$ cat src/rtl/inv_mixcolumns_seq.sv
// ---------------------------------------------------------------------------
// inv_mixcolumns_seq
//
// Iterative AES InvMixColumns engine. A 128-bit state is accepted through a
// valid/ready handshake and transformed in place one 32-bit column per clock
// (or two columns per clock when INV_MIXCOL_DUAL_EN is defined). The finished
// state is then offered through a valid/ready output handshake.
//
// Optional build macro: INV_MIXCOL_DUAL_EN
//   undefined : one column unit, 4-cycle RUN phase
//   defined   : two column units, 2-cycle RUN phase (columns {0,1} then {2,3})
//
// Ports:
//   clk        single clock, rising edge
//   rst        asynchronous, active-high reset
//   in_valid   state_in is valid
//   in_ready   block can accept a new state (IDLE)
//   state_in   input state, column 0 = [127:96], byte 0 of a column in its MSB
//   out_valid  state_out holds the finished result (DONE)
//   out_ready  consumer accepts state_out
//   state_out  transformed state, same ordering as state_in (0 when not valid)
//   busy       high while in RUN or DONE
// ---------------------------------------------------------------------------
module inv_mixcolumns_seq #(
  parameter int COLS = 4
) (
  input  logic         clk,
  input  logic         rst,
  input  logic         in_valid,
  output logic         in_ready,
  input  logic [127:0] state_in,
  output logic         out_valid,
  input  logic         out_ready,
  output logic [127:0] state_out,
  output logic         busy
);

`ifdef INV_MIXCOL_DUAL_EN
  localparam int NUM_UNITS = 2;
`else
  localparam int NUM_UNITS = 1;
`endif

  localparam logic [1:0] STEP     = 2'(NUM_UNITS);
  // Column index of the first unit on the final RUN cycle.
  localparam logic [1:0] LAST_COL = 2'(COLS - NUM_UNITS);

  generate
    if (COLS != 4) begin : g_cols_check
      $error("inv_mixcolumns_seq: COLS must be 4 for AES");
    end
  endgenerate

  typedef enum logic [1:0] {
    IDLE = 2'd0,
    RUN  = 2'd1,
    DONE = 2'd2
  } state_t;

  state_t         state_q, state_d;
  logic [1:0]     col_cnt_q, col_cnt_d;
  logic [127:0]   work_q, work_d;

  // GF(2^8) doubling modulo x^8 + x^4 + x^3 + x + 1.
  function automatic logic [7:0] xtime(input logic [7:0] b);
    return {b[6:0], 1'b0} ^ (b[7] ? 8'h1b : 8'h00);
  endfunction

  // InvMixColumns of a single column; byte s0 is the MSB.
  function automatic logic [31:0] inv_mix_col(input logic [31:0] col);
    logic [7:0] s  [4];
    logic [7:0] m9 [4];
    logic [7:0] mb [4];
    logic [7:0] md [4];
    logic [7:0] me [4];
    logic [7:0] x2, x4, x8;
    for (int i = 0; i < 4; i++) begin
      s[i]  = col[31-8*i -: 8];
      x2    = xtime(s[i]);
      x4    = xtime(x2);
      x8    = xtime(x4);
      m9[i] = x8 ^ s[i];
      mb[i] = x8 ^ x2 ^ s[i];
      md[i] = x8 ^ x4 ^ s[i];
      me[i] = x8 ^ x4 ^ x2;
    end
    return {me[0] ^ mb[1] ^ md[2] ^ m9[3],
            m9[0] ^ me[1] ^ mb[2] ^ md[3],
            md[0] ^ m9[1] ^ me[2] ^ mb[3],
            mb[0] ^ md[1] ^ m9[2] ^ me[3]};
  endfunction

  // Column units: unit gi works on column col_cnt_q + gi. Column c lives at
  // bits [(3-c)*32 +: 32], and (3-c)*32 is just {~c, 5'b0} for a 2-bit c.
  logic [1:0]  col_idx [NUM_UNITS];
  logic [31:0] col_out [NUM_UNITS];

  genvar gi;
  generate
    for (gi = 0; gi < NUM_UNITS; gi++) begin : g_unit
      assign col_idx[gi] = col_cnt_q + 2'(gi);
      assign col_out[gi] = inv_mix_col(work_q[{~col_idx[gi], 5'b0} +: 32]);
    end
  endgenerate

  always_comb begin
    state_d   = state_q;
    col_cnt_d = col_cnt_q;
    work_d    = work_q;
    case (state_q)
      IDLE: begin
        if (in_valid) begin
          work_d    = state_in;
          col_cnt_d = '0;
          state_d   = RUN;
        end
      end
      RUN: begin
        for (int u = 0; u < NUM_UNITS; u++) begin
          work_d[{~col_idx[u], 5'b0} +: 32] = col_out[u];
        end
        if (col_cnt_q == LAST_COL) begin
          col_cnt_d = '0;
          state_d   = DONE;
        end else begin
          col_cnt_d = col_cnt_q + STEP;
        end
      end
      DONE: begin
        if (out_ready) begin
          state_d = IDLE;
        end
      end
      default: begin
        state_d = IDLE;
      end
    endcase
  end

  always_ff @(posedge clk or posedge rst) begin
    if (rst) begin
      state_q   <= IDLE;
      col_cnt_q <= '0;
      work_q    <= '0;
    end else begin
      state_q   <= state_d;
      col_cnt_q <= col_cnt_d;
      work_q    <= work_d;
    end
  end

  // Outputs decode straight from the state register, so reset takes effect
  // on them immediately. state_out is forced to zero outside DONE so a
  // partially transformed register is never exposed.
  assign in_ready  = (state_q == IDLE);
  assign out_valid = (state_q == DONE);
  assign busy      = (state_q != IDLE);
  assign state_out = out_valid ? work_q : '0;

endmodule

$ cat config.mk
export PLATFORM = sky130hd
export DESIGN_NAME = inv_mixcolumns_seq
export DESIGN_NICKNAME = d
export VERILOG_FILES = /design/src/rtl/inv_mixcolumns_seq.sv
export SDC_FILE = /design/constraint.sdc
export NUM_CORES = 1
export LEC_CHECK = 0
export ABC_AREA = 1
export ABC_CLOCK_PERIOD_IN_PS = 9400
export BUFFER_PORTS_ARGS = -buffer_cell sky130_fd_sc_hd__buf_2
export CAP_MARGIN = 20
export CORE_MARGIN = 2
export CORE_UTILIZATION = 27
export CTS_BUF_LIST = sky130_fd_sc_hd__clkbuf_4 sky130_fd_sc_hd__clkbuf_8
export DETAILED_ROUTE_END_ITERATION = 10
export GPL_TIMING_DRIVEN = 0
export PLACE_DENSITY_LB_ADDON = 0.15
export SYNTH_ARGS = -nofsm -noshare
export SYNTH_HDL_FRONTEND = slang
export SYNTH_SLANG_ARGS = --single-unit
$ cat constraint.sdc
create_clock -name clk -period 9.4 [get_ports clk]
set_clock_uncertainty 0.15 [all_clocks]
set_input_delay 0.94 -clock clk [delete_from_list [all_inputs] [get_ports clk]]
set_output_delay 0.94 -clock clk [all_outputs]
set_load 0.1 [all_outputs]
## After elaboration in Yosys (flattened, before gate mapping)

Index checks and enable logic that the tools add are counted.

- Bits in registers: 132
- Input bits: 132
- Output and inout port bits: 131
- Logic and storage cells: 91

- $add $sub $neg: 2
- Equal/unequal tests: 6
- Shift-type cells: 3
- Mux-type cells: 23
- Bitwise operators: 49
- Reductions and logical operators: 5

Operator list:

| kind | number |
|---|---|
| 8-bit bitwise XOR | 36 |
| 128-bit 2-to-1 mux | 2 |
| 128-bit one-hot mux with 2 select lines | 1 |
| 128-bit bitwise mux | 1 |
| 32-bit by 9-bit variable shift with 128-bit output, first input constant | 1 |
| 128-bit by 8-bit indexed part select with 32-bit output | 1 |
| 32-bit by 9-bit indexed part select with 128-bit output | 1 |
| 8-bit by 5-bit bitwise XOR with 8-bit output | 12 |
| 5-bit 2-to-1 mux | 12 |
| 2-bit 2-to-1 mux | 5 |
| 7-bit negation with 9-bit output | 1 |
| 2-bit one-hot mux with 3 select lines | 1 |
| 2-bit equality test, second input constant | 2 |
| 2-bit inequality test, second input constant | 2 |
| 2-bit one-hot mux with 2 select lines | 1 |
| 2-bit nonzero test | 2 |
| 3-bit AND reduction | 1 |
| 2-bit by 1-bit adder with 2-bit output, second input constant | 1 |
| 2-bit by 1-bit equality test with 1-bit output, second input constant | 1 |
| 2-bit logical NOT | 1 |
| 2-bit by 1-bit inequality test with 1-bit output, second input constant | 1 |
| 2-bit inverter | 1 |
| 2-bit AND reduction | 1 |

## Longest topological paths before layout

Gate-level depths: netlist of the first run.

- Depth after elaboration: 16
- Mapped depth: 22
- Mapped depth without buffers: 20

## Worst setup path after synthesis of the first run

OpenSTA, ideal clock, no wires.

- Kind: reg-to-output
- Start point: register state_q[1]
- End point: output busy
- Data arrival time: 2621 ps
- Data required time: 8310 ps
- Slack: 5689 ps
- Cell stages (with the launch flop): 3
- Path buffers: 0
- Path through: dfrtp_1 > nor2_1 > inv_1

- Word-level cells in the longest chain between the ends: 1

Ends and longest elaborated chain:

| element | RTL line | RTL |
|---|---|---|
| start: declaration | 60 | `state_t state_q, state_d;` |
| start signal: assignment | 146 | `state_q <= state_d;` |
| 2-bit nonzero test | 157 | `assign busy = (state_q != IDLE);` |
| end: declaration | 35 | `output logic busy` |

Every way passes these cells.

## Final worst setup path of the first run

- Start point: register col_cnt_q[0]
- End point: register work_q[22]

- Word-level cells in the longest chain between the ends: 14
- Elaborated cells between the ends (all ways): 67
- Classes of those cells: 1 x add/sub; 3 x shift; 14 x mux; 49 x bitwise

Ends and longest elaborated chain:

| element | RTL line | RTL |
|---|---|---|
| start: declaration | 61 | `logic [1:0] col_cnt_q, col_cnt_d;` |
| start signal: assignment | 147 | `col_cnt_q <= col_cnt_d;` |
| 2-bit inverter * | 102, 120 |  |
| 128-bit by 8-bit indexed part select with 32-bit output | 102 | `assign col_out[gi] = inv_mix_col(work_q[{~col_idx[gi], 5'b0} +: 32]);` |
| 8-bit by 5-bit bitwise XOR with 8-bit output / 5-bit 2-to-1 mux (equally long branches) (2 in a row) | 66 | `return {b[6:0], 1'b0} ^ (b[7] ? 8'h1b : 8'h00);` |
| 5-bit 2-to-1 mux / 8-bit by 5-bit bitwise XOR with 8-bit output (equally long branches) | 66 |  |
| 8-bit by 5-bit bitwise XOR with 8-bit output | 66 |  |
| 8-bit bitwise XOR (on tied branches) (2 in a row) | 83, 84, 85 |  |
| 8-bit bitwise XOR (on tied branches) (3 in a row) | -- |  |
| 32-bit by 9-bit indexed part select with 128-bit output | 120 | `work_d[{~col_idx[u], 5'b0} +: 32] = col_out[u];` |
| 128-bit bitwise mux * | 120 |  |
| 128-bit one-hot mux with 2 select lines * | 110 | `case (state_q)` |
| end signal: assignment | 148 | `work_q <= work_d;` |
| end: declaration | 62 | `logic [127:0] work_q, work_d;` |

Mark *: on every way between the ends. The rest lies on a longest branch, timed or not.
A chain may end at the register's enable or synchronous reset.

==> metrics.md, run 1 <==
| Metric | Value |
|---|---|
| Seq/Total Area, Yosys | `26.77%` |
| CP endpoint kind | `flip-flop` |
| Final Max Slew Viols | `0` |
| Most frequent cells in the layout | `654 x nand2_1, 272 x buf_2, 204 x nor2_1` |
| Total global routing overflow | `0` |
| FF+latch count, synth | `132` |
| CTS Hold Bufs | `0` |
| Required @ worst endpoint | `9660 ps` |
| Post-CTS Setup Bufs | `0` |
| Count of maximum capacitance violations | `0` |
| Final hold violation count | `0` |
| Worst-skew pair later-pin latency | `roughly 500 ps` |
| GRT Util Overall | `between 20% and 30%` |
| Final Routed Wirelength | `around 65 mm` |
| Syn avg cell area | `between 6 and 7 um^2` |
| Crit-path slowest cell | `nor3_1` |
| PortBufs | `roughly 260` |
| Wirelength per Cell | `about 23 um` |
| Core footprint | `approximately 45,000 um^2` |
| Final ANT Viol Nets | `0` |
| CTS Sinks | `132` |
| Max-slew headroom | `between 30 and 40%` |
| Number of gates resized after CTS | `0` |
| Most common library cell in the layout ignoring fill and taps | `nand2_1` |
| Die area | `47,420 um^2` |
| F_max | `between 200 and 250 MHz` |
| Setup crit start kind | `flip-flop` |
| Syn Std Cell Area | `12,340 um^2` |
| Number of flops mapped to enable cells by yosys | `0` |
| Starting density of the core | `a little over a quarter` |
| Period utilisation layout | `between 40% and 50%` |
| Synth warn | `0` |
| Distinct cells, synth | `35` |
| Die Height | `between 200 and 250 um` |
| GP Congestion | `roughly 0.96` |
| Antenna fix cells | `0` |
| Outcome | `finished clean` |
| Global-route wire length before repair | `around 94 mm` |
| Synthesized Nets | `2,146` |
| CTS tree | `built` |
| Post-DP HPWL | `54.74 mm` |
| Layout fillers | `~5,200` |
| Final TNS setup | `0 ps` |
| Initial antenna violation count | `0` |
| Post-synthesis xor/xnor area fraction | `a little under a tenth` |
| RSZ-0062 raised after global routing | `no` |
| Share of synthesized registers carrying an async set or reset | `100.0%` |
| Clk pin slew, worst setup/hold paths | `~100 ps` |
| Drt initial violations | `around 1,200` |
| Final setup viols | `0` |
| Post-Synth Simple-Gate Area | `between 40% and 50%` |
| Die Wd | `about 220 um` |
| Final period demand of the worst path | `roughly 4300 ps` |
| Main synth FF type | `dfrtp_1` |
| Root buf cell | `clkbuf_8` |
| Row count | `78` |
| R2r setup slk | `5090 ps` |
| Vias in the first global route | `14,050` |
| Worst Reg-to-Reg Cells | `11` |
| Ratio of cells with drive above 1 in the final layout | `17.36%` |
| Mux share of post-synthesis cell area | `0%` |
| I/O pin cnt | `about 260` |
| Crit-path cells | `buf_6, inv_4, buf_6, buf_6, clkbuf_1, clkbuf_1, ha_1, nor3_1, clkbuf_1, nand3_1, a22oi_1` |
| Area growth syn-to-layout | `20.37%` |
| Drt drc | `0` |
| Main combinational cell family by area after synthesis | `simple AND/OR/NAND/NOR gates` |
| Gate Count Post-Synth | `2,010` |
| Clock buffer depth | `2` |
| Final Net Count | `2,428` |
| Worst reg2reg path endpoint | `work_q[22]` |
| Vias | `roughly 15,000` |
| Arr. time, crit path | `~4600 ps` |
| CTS buffer count | `17` |
| TritonRoute pass-1 iters | `5` |
| Critical path peak fanout | `11` |
| CTS H-tree depth | `4` |
| Launching point of the worst reg2reg path | `col_cnt_q[0]` |
| Measured slew at the worst slew-check pin | `1042 ps` |
| Synth Area in Compound Gates | `between 10 and 15%` |
| Adder-cell area share of the yosys netlist | `less than 1%` |
| CP startpoint | `col_cnt_q[0]` |
| Critical path's largest stage delay | `about 710 ps` |
| Crit path kind | `flip-flop to flip-flop` |
| Largest net degree at the start of global routing | `79` |
| Vias per cell | `about 5.0` |
| Worst Hold Class | `primary input to async pin` |
-- kinds of logic (layout without fill, tap and decap cells) --
kind of cell,count (synthesis),in the layout
flip-flops,132,132
buffers and inverters,310,604
XOR/XNOR,123,123
AO/OA/AOI/OAI,267,267
AND/OR/NAND/NOR,1174,1174
adder cells (fa/ha/maj),4,4
-- synthesized netlist by cell type (9+ instances only) --
cell type	count	share of area, %
nor2_1	204	6.2
nand3_1	198	8.0
a22oi_1	74	4.5
buf_1	10	0.30
xnor2_1	43	3.1
inv_1	191	5.8
nand3b_1	17	1.0
a21oi_1	183	7.4
inv_2	11	0.33
dfrtp_1	132	27
nor2_2	9	0.46
nand4_1	38	1.9
nand2_2	34	1.7
nand2_1	654	20
buf_2	10	0.41
buf_4	9	0.55
xor2_1	72	5.1
buf_6	11	1.0
clkbuf_1	64	1.9
-- final cells by class --
type | count | area, um^2 | share of cell area (%)
multi-input cells | 1568 | 7737 | 52.10
repair buffers | 263 | 1339 | 9.014
clock inverters | 11 | 150.1 | 1.011
plain buffers | 104 | 519.2 | 3.496
clock buffers | 20 | 269.0 | 1.811
well taps | 600 | 750.7 | 5.055
inverters | 206 | 783.3 | 5.274
flip-flops and latches | 132 | 3303 | 22.24
-- layer usage --
layer,vias up,part of all wire [%],global-route usage [%]
li1,6990,-,-
met1,6991,44,36.80
met2,601,48,46.24
met3,81,6.0,2.552
met4,0,2.6,7.438
met5,-,0,0
-- sequential cells by signal (all words and copies together) (netlist names) --
name / flops
state_q: 2
col_cnt_q: 2
work_q: 128
-- per-stage QoR --
| step | utilization (%) | cell area, um^2 | worst slack (ps) | hold WS [ps] | instances |
|---|---|---|---|---|---|
| floorplan | - | 12340 | 4784 | 344.9 | 2010 |
| global placement | 31.80 | 14400 | 2724 | 362.4 | 2872 |
| detailed placement | 31.87 | 14430 | 5144 | 365.5 | 2873 |
| CTS | 32.80 | 14850 | 5123 | 366.7 | 2904 |
| global route | 32.80 | 14850 | 4959 | 389.6 | 2904 |
| finish | 32.80 | 14850 | 5095 | 351.5 | 2904 |
-- worst max-delay path, delay by kind of cell, from the launching register on --
family | cells | cell delay (ps)
simple gates | 2 | 1020
flops | 1 | 420
buf+inv | 7 | 2020
fa+ha+maj | 1 | 390
compound gates | 1 | 220
-- worst max path at each step --
stage	end	slack, ps	cells after the start
3_5_place_dp	work_q[22]	5140	11
3_3_place_gp	work_q[11]	2720	2
2_1_floorplan	col_cnt_q[0]	4780	1
5_1_grt	work_q[22]	4960	11
4_1_cts	work_q[22]	5120	11
6_report	work_q[22]	5090	11
Power of run 1 is not shown: default switching activity piles up to over one toggle a cycle in this logic, so the estimate is an artifact.
==> run 2, diff against run 1 <==
--- a/config.mk
+++ b/config.mk
@@ -6,7 +6,7 @@
 export NUM_CORES = 1
 export LEC_CHECK = 0
 export ABC_AREA = 1
-export ABC_CLOCK_PERIOD_IN_PS = 9400
+export ABC_CLOCK_PERIOD_IN_PS = 3450
 export BUFFER_PORTS_ARGS = -buffer_cell sky130_fd_sc_hd__buf_2
 export CAP_MARGIN = 20
 export CORE_MARGIN = 2
==> constraint.sdc (replaced) <==
create_clock -name clk -period 3.45 [get_ports clk]
set_clock_uncertainty 0.15 [all_clocks]
set_input_delay 0.345 -clock clk [delete_from_list [all_inputs] [get_ports clk]]
set_output_delay 0.345 -clock clk [all_outputs]
set_load 0.1 [all_outputs]
==> run 2 against run 1 <==
Net effect:
- count of clock-buffer cells in the layout did not move
- setup slack worse by 5100 ps
- via count is 1.9% higher
- die area unchanged
- global-route usage decreased by 0.27 points
==> metrics.md, run 2 (synthesized netlist as in run 1, its figures left out) <==
| Metric | Value |
|---|---|
| Biggest regs | `work_q (128), col_cnt_q (2), state_q (2) (unchanged)` |
| GP Congestion | `0.9370 (was 0.9563)` |
| Final setup viols | `0 (unchanged)` |
| F_max | `~300 MHz` |
| Worst Reg-to-Reg Cells | `12 (was 11)` |
| Starting density of the core | `27.25% (unchanged)` |
| Hold path depth | `3` |
| Area growth syn-to-layout | `22.87% (was 20.37%)` |
| Count of maximum capacitance violations | `0 (unchanged)` |
| Required @ worst endpoint | `2950 ps (was 9660 ps)` |
| Post-DP HPWL | `54.57 mm (was 54.74 mm)` |
| Final period demand of the worst path | `3414 ps` |
| Crit path kind | `flip-flop to output port (was flip-flop to flip-flop)` |
| CTS buffer count | `17 (unchanged)` |
| Worst-skew pair later-pin latency | `480 ps (was 490 ps)` |
| Outcome | `finished clean (unchanged)` |
| Drt drc | `0 (unchanged)` |
| Final Routed Wirelength | `65.40 mm (was 65.46 mm)` |
| Initial antenna violation count | `0 (unchanged)` |
| Critical path's largest stage delay | `710 ps (about the same)` |
| PortBufs | `262 (unchanged)` |
| Ratio of cells with drive above 1 in the final layout | `19.63% (was 17.36%)` |
| Most frequent cells in the layout | `631 x nand2_1, 269 x buf_2, 204 x nor2_1 (was 654 x nand2_1, 272 x buf_2, 204 x nor2_1)` |
| Util after Layout | `33.48% (was 32.80%)` |
| Final Net Count | `2,437 (was 2,428)` |
| Family with the most delay on the worst path | `buffers and inverters (unchanged)` |
| Root buf cell | `clkbuf_8 (unchanged)` |
| Global-route wire length before repair | `92.98 mm (was 93.96 mm)` |
| Clk pin slew, worst setup/hold paths | `90 ps (was 100 ps)` |
| Vias per cell | `5.131 (was 5.049)` |
| GRT Util Overall | `26.95% (was 27.22%)` |
| Max FFs per register | `128 (unchanged)` |
| Arr. time, crit path | `2920 ps (was 4570 ps)` |
| Drt initial violations | `1,225 (was 1,185)` |
| Final ANT Viol Nets | `0 (unchanged)` |
| Row count | `78 (unchanged)` |
| Vias in the first global route | `14,240 (was 14,050)` |
| Die Height | `217.8 um (unchanged)` |
| Crit-path slowest cell | `clkbuf_1 (was nor3_1)` |
| Vias | `14,950 (was 14,660)` |
| Measured slew at the worst slew-check pin | `970.2 ps (was 1042 ps)` |
| CP endpoint kind | `output port (was flip-flop)` |
| Period utilisation layout | `approximately 100%` |
| Final hold violation count | `0 (unchanged)` |
| Max-slew headroom | `35.32% (was 30.32%)` |
| CTS H-tree depth | `4 (unchanged)` |
| Core footprint | `45,280 um^2 (unchanged)` |
| Clock buffer depth | `2 (unchanged)` |
| Largest register by flop count | `work_q (unchanged)` |
| Critical Path Stages | `5 (was 11)` |
| Setup crit start kind | `flip-flop (unchanged)` |
| Critical path peak fanout | `10 (was 11)` |
| Antenna fix cells | `0 (unchanged)` |
| Most common library cell in the layout ignoring fill and taps | `nand2_1 (unchanged)` |
| Crit-path cells | `nand2_1, clkbuf_1, clkbuf_1, nor2_1, buf_2 (was buf_6, inv_4, buf_6, buf_6, clkbuf_1, clkbuf_1, ha_1, nor3_1, clkbuf_1, nand3_1, a22oi_1)` |
| RSZ-0062 raised after global routing | `no (unchanged)` |
| Wirelength per Cell | `22.45 um (was 22.54 um)` |
| I/O pin cnt | `263 (unchanged)` |
| Cell mode on critical path | `clkbuf_1` |
| CTS tree | `built (unchanged)` |
| Total global routing overflow | `0 (unchanged)` |
| Worst Hold Class | `primary input to flip-flop (was primary input to async pin)` |
| Crit path buf inv count | `3 (was 7)` |
| TritonRoute pass-1 iters | `6 (was 5)` |
| Die area | `47,420 um^2 (unchanged)` |
| Final Max Slew Viols | `0 (unchanged)` |
| CTS Sinks | `132 (unchanged)` |
| Die Wd | `217.8 um (unchanged)` |
| Largest net degree at the start of global routing | `39 (was 79)` |
==> run 2: changes by cell type in the layout (fill, tap and decap cells not counted), sizes merged <==
cell	delta
clkinvlp	+1
inv	-1
dlygate4sd3	+5
clkbuf	+3
buf	+1
==> run 2: final cells by class <==
type                            instances  area [um^2]
Timing Repair Buffer                  272         1436
Fill cell                            5142        30120
Buffer                                104        543.0
Clock buffer                           20        262.8
Clock inverter                         11        150.1
Multi-Input combinational cell       1568         7931
Sequential cell                       132         3303
Tap cell                              600        750.7
Inverter                              206        782.0
==> run 2: repair_timing <==
action | in CTS | in global routing
endpoints found under the hold margin | 26 | 0
pin swaps | 0 | 2
endpoints found under the setup margin | 108 | 114
hold buffers | 5 | 0
resized for setup | 18 | 50
setup buffers | 0 | 2
==> run 2: tightest hold or removal path, cell delays in order <==
cell,delay [ps]
buf_2,70
a21oi_1,50
a21oi_1,130
==> run 2: worst paths after layout <==
kind | startpoint | to | slack [ps]
max | state_q[1] | state_out[31] | 40
min | state_in[117] | work_q[117] | 5
max reg2reg | col_cnt_q[1] | work_q[103] | 120
min reg2reg | work_q[121] | work_q[121] | 390
max in group asynchronous | rst | work_q[1] | 1920
min in group asynchronous | rst | work_q[117] | 320
==> run 2: stage by stage <==
stage | hold WS [ps] | instances | area (um^2) | setup TNS, ps | setup slack, ps
after floorplan | 306.7 | 2010 | 12340 | 0 | 333.6
after global placement | 378.1 | 2872 | 14400 | -30420 | -693.4
after detailed placement | 287.0 | 2875 | 14460 | -33220 | -719.4
after CTS | 1.317 | 2911 | 15000 | -2.228 | -2.228
after global routing | 15.34 | 2913 | 15160 | 0 | 2.171
final | 5.405 | 2913 | 15160 | 0 | 35.51
==> run 2: metal layers <==
metal  GRT usage, %  vias to the layer above  wire length [um]
li1               -                     6992                 -
met1          35.09                     7146             28250
met2          45.42                      696             30970
met3          3.598                      112              3973
met4          9.932                        0              2195
met5              0                        -                 0
Power of run 2 is left out for the same reason.
==> run 3, diff against run 2 <==
--- a/config.mk
+++ b/config.mk
@@ -8,10 +8,8 @@
 export ABC_AREA = 1
 export ABC_CLOCK_PERIOD_IN_PS = 3450
 export BUFFER_PORTS_ARGS = -buffer_cell sky130_fd_sc_hd__buf_2
-export CAP_MARGIN = 20
 export CORE_MARGIN = 2
 export CORE_UTILIZATION = 27
-export CTS_BUF_LIST = sky130_fd_sc_hd__clkbuf_4 sky130_fd_sc_hd__clkbuf_8
 export DETAILED_ROUTE_END_ITERATION = 10
 export GPL_TIMING_DRIVEN = 0
 export PLACE_DENSITY_LB_ADDON = 0.15
==> run 3 against run 2 <==
Net effect:
- sequential share of layout area decreased by 0.20 points
- setup slack improved by 59 ps
- global-route usage about the same
- count of clock-buffer cells in the layout unchanged
- final cell count decreased by 0.10%
- first-iteration DRC count decreased by 4.8%
- critical path depth unchanged
- flip-flop and latch count unchanged
- wire length decreased by 0.18%
- critical path type unchanged
- critical endpoint unchanged
==> metrics.md, run 3 (synthesized netlist as in run 1, its figures left out) <==
| Metric | Value |
|---|---|
| Antenna fix cells | `0 (unchanged)` |
| Measured slew at the worst slew-check pin | `921.6 ps (was 970.2 ps)` |
| Clk pin slew, worst setup/hold paths | `70 ps (was 90 ps)` |
| Crit-path slowest cell | `clkbuf_1 (unchanged)` |
| Max-slew headroom | `38.56% (was 35.32%)` |
| Ratio of cells with drive above 1 in the final layout | `19.48% (was 19.63%)` |
| Post-DP HPWL | `54.57 mm (unchanged)` |
| Root buf cell | `clkbuf_16 (was clkbuf_8)` |
| Largest register by flop count | `work_q (unchanged)` |
| Final ANT Viol Nets | `0 (unchanged)` |
| Largest net degree at the start of global routing | `39 (unchanged)` |
| Vias | `14,870 (was 14,950)` |
| Core footprint | `45,280 um^2 (unchanged)` |
| Max FFs per register | `128 (unchanged)` |
| RSZ-0062 raised after global routing | `no (unchanged)` |
| Initial antenna violation count | `0 (unchanged)` |
| CP endpoint kind | `output port (unchanged)` |
| Worst Hold Class | `primary input to flip-flop (unchanged)` |
| Drt initial violations | `1,166 (was 1,225)` |
| Die Wd | `217.8 um (unchanged)` |
| Row count | `78 (unchanged)` |
| TritonRoute pass-1 iters | `6 (unchanged)` |
| Die area | `47,420 um^2 (unchanged)` |
| Drt drc | `0 (unchanged)` |
| GRT Util Overall | `26.95% (about the same)` |
| Starting density of the core | `27.25% (unchanged)` |
| Final period demand of the worst path | `3355 ps (was 3414 ps)` |
| Critical path peak fanout | `10 (unchanged)` |
| CTS Sinks | `132 (unchanged)` |
| Final Net Count | `2,434 (was 2,437)` |
| Clock buffer depth | `2 (unchanged)` |
| Final setup viols | `0 (unchanged)` |
| Final hold violation count | `0 (unchanged)` |
| Wirelength per Cell | `22.43 um (was 22.45 um)` |
| Worst reg2reg path endpoint | `work_q[103] (unchanged)` |
| I/O pin cnt | `263 (unchanged)` |
| Outcome | `finished clean (unchanged)` |
| GP Congestion | `0.9370 (unchanged)` |
| Most frequent cells in the layout | `631 x nand2_1, 270 x buf_2, 203 x nor2_1 (was 631 x nand2_1, 269 x buf_2, 204 x nor2_1)` |
| Util after Layout | `33.79% (was 33.48%)` |
| Arr. time, crit path | `2860 ps (was 2920 ps)` |
| Hold path depth | `3 (unchanged)` |
| Crit path kind | `flip-flop to output port (unchanged)` |
| PortBufs | `262 (unchanged)` |
| Count of maximum capacitance violations | `0 (unchanged)` |
| Vias per cell | `5.109 (was 5.131)` |
| CTS tree | `built (unchanged)` |
| Biggest regs | `work_q (128), col_cnt_q (2), state_q (2) (unchanged)` |
| Period utilisation layout | `97.25% (was 98.97%)` |
| Launching point of the worst reg2reg path | `col_cnt_q[1] (unchanged)` |
| Most common library cell in the layout ignoring fill and taps | `nand2_1 (unchanged)` |
| Final Max Slew Viols | `0 (unchanged)` |
| Worst-skew pair later-pin latency | `440 ps (was 480 ps)` |
| Hold Path End | `work_q[108] (was work_q[117])` |
| Crit-path cells | `nand2_1, clkbuf_1, clkbuf_1, nor2_1, buf_2 (unchanged)` |
| CTS H-tree depth | `4 (unchanged)` |
| Cell mode on critical path | `clkbuf_1 (unchanged)` |
| Total global routing overflow | `0 (unchanged)` |
| Area growth syn-to-layout | `24.02% (was 22.87%)` |
| F_max | `298.1 MHz (was 292.9 MHz)` |
| Global-route wire length before repair | `92.98 mm (unchanged)` |
| Setup crit start kind | `flip-flop (unchanged)` |
| Final Routed Wirelength | `65.28 mm (was 65.40 mm)` |
| Die Height | `217.8 um (unchanged)` |
| R2r setup slk | `100 ps (was 120 ps)` |
| HP Start | `state_in[108] (was state_in[117])` |
| Required @ worst endpoint | `2950 ps (about the same)` |
| Critical path's largest stage delay | `700 ps (was 710 ps)` |
| Vias in the first global route | `14,220 (was 14,240)` |
| CTS buffer count | `17 (unchanged)` |
| Worst Reg-to-Reg Cells | `12 (unchanged)` |
[run 3: how the worst max path moves through the flow]
| stage | from | end | slack, ps | cells past startpoint |
|---|---|---|---|---|
| final | state_q[1] | state_out[31] | 90 | 5 |
| after global routing | col_cnt_q[1] | work_q[100] | 6 | 17 |
| after CTS | col_cnt_q[1] | work_q[65] | -30 | 16 |
| after detailed placement | col_cnt_q[0] | work_q[6] | -720 | 11 |
| after global placement | col_cnt_q[0] | work_q[6] | -690 | 11 |
| after floorplan | state_q[1] | busy | 330 | 2 |
[run 3: metal layers]
metal	GRT usage, %	routed length [um]
met4	9.864	2288
met5	0	0
met3	3.250	4228
met1	35.34	27890
met2	45.42	30870
[run 3: repair_timing]
action,in CTS,in global routing
hold endpoints to repair,23,0
resized for setup,16,49
buffers inserted,0,2
hold buffers,2,0
pin swaps,0,1
endpoints found under the setup margin,106,114
[run 3: final cells by class]
cell class	count	area, um^2
Fill cell	5129	29980
Multi-Input combinational cell	1568	7924
Sequential cell	132	3303
Timing Repair Buffer	269	1406
Inverter	206	782.0
Tap cell	600	750.7
Buffer	104	539.3
Clock buffer	20	446.7
Clock inverter	11	150.1
[run 3: worst max-delay path, delay by kind of cell, from the launching register on]
family        cells  cell delay, ps
buf+inv           3            1510
flops             1             400
simple gates      2             510
[run 3: metrics by stage]
stage	area, um^2	setup slack, ps	cells	TNS [ps]	hold WS, ps
3_5_place_dp	14460	-719.4	2875	-33220	287.0
5_1_grt	15300	5.869	2910	0	53.72
3_3_place_gp	14400	-693.4	2872	-30420	378.1
4_1_cts	15150	-31.31	2908	-31.31	39.68
6_report	15300	94.87	2910	0	49.36
2_1_floorplan	12340	333.6	2010	0	306.7
Power of run 3 is left out for the same reason.
